===== src/rtl/regfile_pkg.sv =====
// Shared register-file parameters and index helpers.
package regfile_pkg;
  localparam int NUM_REGS   = 32;
  localparam int REG_ADDR_W = 5;
  localparam int XLEN       = 32;

  typedef logic [REG_ADDR_W-1:0] reg_idx_t;
  typedef logic [NUM_REGS-1:0]   reg_mask_t;

  // One-hot mask for a register index.
  function automatic reg_mask_t idx_onehot(input reg_idx_t idx);
    return NUM_REGS'(1) << idx;
  endfunction
endpackage


===== src/rtl/reg_scoreboard.sv =====
// Pending-write scoreboard: one bit per architectural register.
// x0 is never pending. A writeback clearing a bit in the same cycle hides
// it from the hazard query; a same-cycle set of the same bit wins.
module reg_scoreboard
  import regfile_pkg::*;
(
  input  logic                  i_clk,
  input  logic                  i_rst,
  input  logic                  q_valid,
  input  logic [REG_ADDR_W-1:0] q_rs1,
  input  logic [REG_ADDR_W-1:0] q_rs2,
  input  logic [REG_ADDR_W-1:0] q_rd,
  input  logic                  q_rd_wen,
  input  logic                  set_en,
  input  logic                  clr_en,
  input  logic [REG_ADDR_W-1:0] clr_idx,
  output logic                  hazard
);

  reg_mask_t pending;
  reg_mask_t pending_eff;
  reg_mask_t pending_nxt;
  reg_mask_t clr_mask;
  reg_mask_t set_mask;

  // Masks for this cycle's clear and set, and the resulting next value.
  always_comb begin
    clr_mask    = clr_en ? idx_onehot(clr_idx) : '0;
    set_mask    = (set_en && q_rd != '0) ? idx_onehot(q_rd) : '0;
    pending_eff = pending & ~clr_mask;
    pending_nxt = pending_eff | set_mask;
    pending_nxt[0] = 1'b0;
  end

  // Hazard query against pending bits not being cleared this cycle.
  always_comb begin
    hazard = q_valid &&
             ((q_rs1 != '0 && pending_eff[q_rs1]) ||
              (q_rs2 != '0 && pending_eff[q_rs2]) ||
              (q_rd_wen && q_rd != '0 && pending_eff[q_rd]));
  end

  // Scoreboard state register.
  always_ff @(posedge i_clk or posedge i_rst) begin
    if (i_rst) pending <= '0;
    else       pending <= pending_nxt;
  end

endmodule


===== src/rtl/operand_fetch.sv =====
// Operand fetch stage: reads the register file, bypasses same-cycle
// writeback data, stalls on pending writes and holds one output slot.
module operand_fetch
  import regfile_pkg::*;
#(
  parameter int XLEN = regfile_pkg::XLEN,
  parameter int TAGW = 32
) (
  input  logic                  i_clk,
  input  logic                  i_rst,
  input  logic                  in_valid,
  output logic                  in_ready,
  input  logic [REG_ADDR_W-1:0] in_rs1,
  input  logic [REG_ADDR_W-1:0] in_rs2,
  input  logic [REG_ADDR_W-1:0] in_rd,
  input  logic                  in_rd_wen,
  input  logic [TAGW-1:0]       in_tag,
  output logic [REG_ADDR_W-1:0] rf_rs1,
  output logic [REG_ADDR_W-1:0] rf_rs2,
  input  logic [XLEN-1:0]       rf_rs1_val,
  input  logic [XLEN-1:0]       rf_rs2_val,
  input  logic                  wb_valid,
  input  logic [REG_ADDR_W-1:0] wb_rd,
  input  logic [XLEN-1:0]       wb_val,
  output logic                  out_valid,
  input  logic                  out_ready,
  output logic [XLEN-1:0]       out_rs1_val,
  output logic [XLEN-1:0]       out_rs2_val,
  output logic [REG_ADDR_W-1:0] out_rd,
  output logic                  out_rd_wen,
  output logic [TAGW-1:0]       out_tag
);

  logic            hazard;
  logic            accept;
  logic [XLEN-1:0] rs1_res;
  logic [XLEN-1:0] rs2_res;

  assign rf_rs1 = in_rs1;
  assign rf_rs2 = in_rs2;

  reg_scoreboard u_sb (
    .i_clk    (i_clk),
    .i_rst    (i_rst),
    .q_valid  (in_valid),
    .q_rs1    (in_rs1),
    .q_rs2    (in_rs2),
    .q_rd     (in_rd),
    .q_rd_wen (in_rd_wen),
    .set_en   (accept && in_rd_wen),
    .clr_en   (wb_valid),
    .clr_idx  (wb_rd),
    .hazard   (hazard)
  );

  // Operand resolution: x0, then writeback bypass, then register file.
  always_comb begin
    rs1_res = rf_rs1_val;
    rs2_res = rf_rs2_val;
    if (in_rs1 == '0)                       rs1_res = '0;
    else if (wb_valid && wb_rd == in_rs1)   rs1_res = wb_val;
    if (in_rs2 == '0)                       rs2_res = '0;
    else if (wb_valid && wb_rd == in_rs2)   rs2_res = wb_val;
  end

  // Handshake: slot free (or draining this cycle) and no pending hazard.
  always_comb begin
    in_ready = (!out_valid || out_ready) && !hazard;
    accept   = in_valid && in_ready;
  end

  // Output slot: load on accept, drop when consumed without refill.
  always_ff @(posedge i_clk or posedge i_rst) begin
    if (i_rst) begin
      out_valid   <= 1'b0;
      out_rs1_val <= '0;
      out_rs2_val <= '0;
      out_rd      <= '0;
      out_rd_wen  <= 1'b0;
      out_tag     <= '0;
    end else if (accept) begin
      out_valid   <= 1'b1;
      out_rs1_val <= rs1_res;
      out_rs2_val <= rs2_res;
      out_rd      <= in_rd;
      out_rd_wen  <= in_rd_wen;
      out_tag     <= in_tag;
    end else if (out_ready) begin
      out_valid   <= 1'b0;
    end
  end

endmodule


===== config.mk =====
export PLATFORM = sky130hd
export DESIGN_NAME = operand_fetch
export DESIGN_NICKNAME = d
export VERILOG_FILES = /design/src/rtl/regfile_pkg.sv /design/src/rtl/reg_scoreboard.sv /design/src/rtl/operand_fetch.sv
export SDC_FILE = /design/constraint.sdc
export NUM_CORES = 1
export LEC_CHECK = 0
export ABC_AREA = 0
export ABC_CLOCK_PERIOD_IN_PS = 9020
export BUFFER_PORTS_ARGS = -buffer_cell sky130_fd_sc_hd__buf_2
export CORE_MARGIN = 8
export CORE_UTILIZATION = 55
export DETAILED_ROUTE_END_ITERATION = 7
export PLACE_DENSITY = 0.91
export SLEW_MARGIN = 10
export SYNTH_ARGS = -nofsm -noshare
export SYNTH_HDL_FRONTEND = slang
export SYNTH_SLANG_ARGS = --single-unit

===== constraint.sdc =====
create_clock -name i_clk -period 9.02 [get_ports i_clk]
set_input_delay 0.902 -clock i_clk [delete_from_list [all_inputs] [get_ports i_clk]]
set_output_delay 0.902 -clock i_clk [all_outputs]
set_load 0.03 [all_outputs]

# --- Word-level counts from Yosys, hierarchy flattened ---
# Cells that the tools add are included.
totals:
  inputBits: 154
  regBits: 134
op_classes:
  magnitude_cmp: 3
  n_reduce_logical: 22
  eq_ne: 2
  muxes: 14
  n_bitwise: 3
  shift: 2
op_table:
  columns: ["cell", "count"]
  rows:
  - ["$mux 32", 6]
  - ["$shl 1x5->32 const A", 2]
  - ["$and 32x32->32", 1]
  - ["$not 32->32", 1]
  - ["$or 32x32->32", 1]
  - ["$lt 5x6->1 const B", 3]
  - ["$bmux 1 s5", 3]
  - ["$reduce_bool 5->1", 3]
  - ["$logic_and 1x1->1", 11]
  - ["$eq 5x5->1", 2]
  - ["$logic_not 5->1", 2]
  - ["$mux 1", 5]
  - ["$logic_or 1x1->1", 3]
  - ["$logic_not 1->1", 2]
  - ["$reduce_bool 2->1", 1]

# --- Depth between registers and ports, before layout ---
depth:
  word_depth: 17
  mapped_depth: 13
  depth_no_buf: 8

# --- Modules after synthesis ---
# A second synthesis with hierarchy kept.
hier_totals:
  cells_unflattened: 784
  hier_area_um2: 7432.1
by_module_without_submodules:
  columns: ["mod", "cells_each", "instances", "area_per_inst_um2"]
  rows:
  - ["operand_fetch", 471, 1, 4812.1]
  - ["reg_scoreboard", 313, 1, 2620.0]

# --- Worst setup path after synthesis ---
# OpenSTA, ideal clock, no wires.
synth_path:
  kind: "input to output"
  start: "input wb_rd[0]"
  end: "output in_ready"
  path_buffers: 1
  slack_ns: 4.941
  path_stages: 9
  t_arrival_ns: 3.177
  required_time_ns: 8.118
  path_cell_list: "buf_2 > nand4bb_4 > o21ai_0 > mux2i_1 > mux4_2 > and3b_1 > nor4_4 > nand3_1 > a21oi_1"
synth_via:
  elab_chain_cells: 12
  word_cells_on_any_way: 18
synth_rtl:
  columns: ["item", "line_no", "source"]
  rows:
  - ["from (decl)", "operand_fetch.sv:23", "input logic [REG_ADDR_W-1:0] wb_rd,"]
  - ["$shl 1x5->32 (*)", "regfile_pkg.sv:12", "return NUM_REGS'(1) << idx;"]
  - ["$mux 32 (*)", "reg_scoreboard.sv:28", "clr_mask = clr_en ? idx_onehot(clr_idx) : '0;"]
  - ["$not 32->32 (*)", "reg_scoreboard.sv:30", "pending_eff = pending & ~clr_mask;"]
  - ["$and 32x32->32 (*)", "reg_scoreboard.sv:30", null]
  - ["$bmux 1 s5, on equally long branches", "reg_scoreboard.sv:38, reg_scoreboard.sv:39", null]
  - ["$mux 1, on equally long branches", "reg_scoreboard.sv:38, reg_scoreboard.sv:39", null]
  - ["$logic_and 1x1->1, on equally long branches", "reg_scoreboard.sv:38, reg_scoreboard.sv:39", null]
  - ["$logic_or 1x1->1", "reg_scoreboard.sv:38", "((q_rs1 != '0 && pending_eff[q_rs1]) ||"]
  - ["$logic_or 1x1->1 (*)", "reg_scoreboard.sv:39", "(q_rs2 != '0 && pending_eff[q_rs2]) ||"]
  - ["$logic_and 1x1->1 (*)", "reg_scoreboard.sv:37", "hazard = q_valid &&"]
  - ["$logic_not 1->1 (*)", "operand_fetch.sv:68", "in_ready = (!out_valid || out_ready) && !hazard;"]
  - ["$logic_and 1x1->1 (*)", "operand_fetch.sv:68", null]
  - ["to (decl)", "operand_fetch.sv:12", "output logic in_ready,"]
# Mark *: on every way between the ends. The rest lies on a longest branch, timed or not. The select of a mux whose other input is x is not followed.

# --- Worst setup path in the final report ---
layout_path:
  start: "input in_rd[1]"
  end: "register out_rs2_val[31]"
layout_via:
  elab_chain_cells: 8
  word_cells_on_any_way: 10
layout_rtl:
  columns: ["item", "line_no", "source"]
  rows:
  - ["from (decl)", "operand_fetch.sv:15", "input logic [REG_ADDR_W-1:0] in_rd,"]
  - ["$bmux 1 s5 / $reduce_bool 5->1 (equally long branches)", "reg_scoreboard.sv:40", "(q_rd_wen && q_rd != '0 && pending_eff[q_rd]));"]
  - ["$mux 1 (not written as such) / $logic_and 1x1->1 (equally long branches)", "reg_scoreboard.sv:40", null]
  - ["$logic_and 1x1->1 (*)", "reg_scoreboard.sv:40", null]
  - ["$logic_or 1x1->1 (*)", "reg_scoreboard.sv:39", null]
  - ["$logic_and 1x1->1 (*)", "reg_scoreboard.sv:37", null]
  - ["$logic_not 1->1 (*)", "operand_fetch.sv:68", null]
  - ["$logic_and 1x1->1 (*)", "operand_fetch.sv:68", null]
  - ["$logic_and 1x1->1 (*)", "operand_fetch.sv:69", "accept = in_valid && in_ready;"]
  - ["to (signal assigned)", "operand_fetch.sv:84", "out_rs2_val <= rs2_res;"]
  - ["to (decl)", "operand_fetch.sv:28", "output logic [XLEN-1:0] out_rs2_val,"]
# Marked as above.
# A chain may end at the register's enable or synchronous reset.

==> metrics.txt <==
Final setup viols=0; DP HPWL=slightly below 20000 microns; DR WL/cell=23.3 microns; drt drc=0; drt total wl=~26000 microns; vias per cell=between 6 and 7; most used flip-flop cell after synthesis=dfrtp_1; Resize count post-CTS=0; PD cells=between 200 and 300 nW/um^2; CP Class=input pin to flip-flop; yosys synthesis warning count=0; Antenna Nets Post-Route=0; worst path required time=9330 ps; clk sink count=approximately 130; Core Area=~14000 sq um; Hold Crit Class=flip-flop to flip-flop; Layout area overhead=23.7%; initial DRC count=644; Die H=134 microns; first-pass GRT wire length=around 40000 microns; root buffer cell=clkbuf_16; Die ar.=around 18000 sq um; synth unique cells=70; Fin. Hold Viols=0; CP max FO=around 60; post-synthesis net count=between 800 and 900; commonest non-fill, non-tap cell in the layout=buf_2; Worst Max-Slew Pin Slew=1060 ps; FMAX=between 200 and 250 MHz; Vias=between 6000 and 7000; maxcap violations=0; Worst setup EP type=flip-flop; CTS Hold Bufs=0; CTS Buf Count=17; GRT Total Usage=just under 30%; cell chain of the critical path=buf_2, xor2_1, o32a_1, or4b_1, nand4_1, nand4_1, a311oi_1, and3_4, buf_4, mux2_2; Worst Path Arrival=just over 5000 ps; slowest stage delay, CP=~700 ps; outcome=finished, final reports clean; Starting Density=56.1%; mapped cell area=between 7000 and 8000 sq um; Bufs on Longest Clock Path=2; fin crit period=about 4700 ps; Fin Hold WS=483 ps; final period utilization=around 53%; PortBufs=around 270; H-tree levels=4; CP top delay family=simple AND/OR/NAND/NOR gates; Worst Path Buf+Inv=2; post-synthesis sequential area ratio=a little over two fifths; clk slew on worst S/H paths=60 ps; CTS tree=built; Synth async-reset ratio=100%; clock latency on the worst-skew pair=430 ps; max-slew violations=0; Inst Count DP=about 1100; RSZ-0062 raised after global routing=false; Mean Syn Cell Area=roughly 11 sq um; clock skew=roughly 11 ps; CP dominant cell by count=nand4_1; VDD IR max=about 0.00019 V; most frequent cells in the layout=buf_2, dfrtp_1, mux2i_1; GR Overflow Total=0; nets=approximately 1100; postcts setup bufs=0; gpl congestion=1.06; Rows=43; Worst path slowest cell=buf_4; share of post-route cells with drive strength above 1=about two fifths; final setup TNS=0 ps; Die W=134 microns; crit start category=input pin; worst rel slew slack=about 29%; pin count of the biggest net entering global routing=between 70 and 80; flops & latches, synth=between 100 and 150; antenna violations before repair=4; vias in the first global route=approximately 7300; Mapped Cells=710; length of the first detailed-routing pass in iterations=6; Pleak=4.37 nW; Layout fillers=roughly 1000; non-filler cells in the finished layout=around 1100; IO Pins=approximately 270; Post-synth EDFFs=0
[routing by layer]
metal / up-vias / share of wire, % / GRT usage (%)
li1: 3034 / - / -
met1: 3333 / 36 / 33.1
met2: 431 / 49 / 47.7
met3: 104 / 10 / 9.29
met4: 4 / 4.7 / 15.2
met5: - / 0.087 / 0
[synthesized netlist by cell type (all sizes together), types with 5 or more instances]
cell      n  share of area (%)
nor2     83                4.0
dfrtp   134                 43
nand2b    6               0.49
nor4      7               0.76
a21o      7               0.68
o31ai    17                1.7
xnor2     9                1.0
nand2    20               0.97
clkbuf   31                1.5
o21ai    39                2.5
nand4     6               0.49
buf      31                3.5
nor2b     5               0.41
mux2i    90                 12
mux2    107                 16
nor3      8               0.52
nand3    13               0.84
a21oi     8               0.52
or3       5               0.41
inv      14               0.68
[power breakdown]
group          internal, W  switching (W)
clock network     0.000398       0.000267
logic             0.000296       0.000604
registers         0.000774      0.0000926
[registers in the layout (all words and copies together) (netlist names)]
signal,count
u_sb.pending,31
out_rd_wen,1
out_tag,32
out_rd,5
out_valid,1
out_rs2_val,32
out_rs1_val,32
[cell families (layout without fill, tap and decap cells)]
logic type | after synthesis | in the layout | synth area share, %
muxes | 200 | 200 | 28.2
other | 0 | 2 | 0
DFF | 134 | 134 | 43.4
AOI/OAI and AO/OA | 111 | 111 | 9.58
xor gates and xnor gates | 12 | 12 | 1.36
buffers and inverters | 77 | 320 | 5.72
and+or+nand+nor | 176 | 176 | 11.8
[cell type report]
cell class / count / area, sq um / share of cell area (%)
Multi-Input combinational cell: 499 / 3960 / 41.4
Sequential cell: 134 / 3350 / 35.1
Timing Repair Buffer: 273 / 1380 / 14.5
Clock buffer: 20 / 467 / 4.89
Tap cell: 180 / 225 / 2.36
Clock inverter: 12 / 101 / 1.06
Inverter: 15 / 58.8 / 0.616
Antenna cell: 2 / 5.00 / 0.0524
[through the flow]
step / util, % / area [sq um] / power (W) / worst slack, ps
after CTS: 69.3 / 9540 / 0.00244 / 4390
final: 69.3 / 9550 / 0.00243 / 4280
after global routing: 69.3 / 9550 / 0.00253 / 4060
after global placement: 65.2 / 8970 / 0.00174 / 3920
after detailed placement: 65.2 / 8970 / 0.00177 / 3960
after floorplan: - / 7720 / 0.00146 / 4540
[final timing paths]
check / startpoint / to / slack [ps] / cells past startpoint
max: in_rd[1] / out_rs2_val[31] / 4280 / 10
min: out_tag[11] / out_tag[11] / 480 / 1
max reg2reg: u_sb.pending[18] / out_rs2_val[31] / 5340 / 8
min reg2reg: out_tag[11] / out_tag[11] / 480 / 1
max in group asynchronous: i_rst / out_valid / 6950 / 3
min in group asynchronous: i_rst / out_tag[7] / 600 / 2
Power figures use the tool's default switching activity.
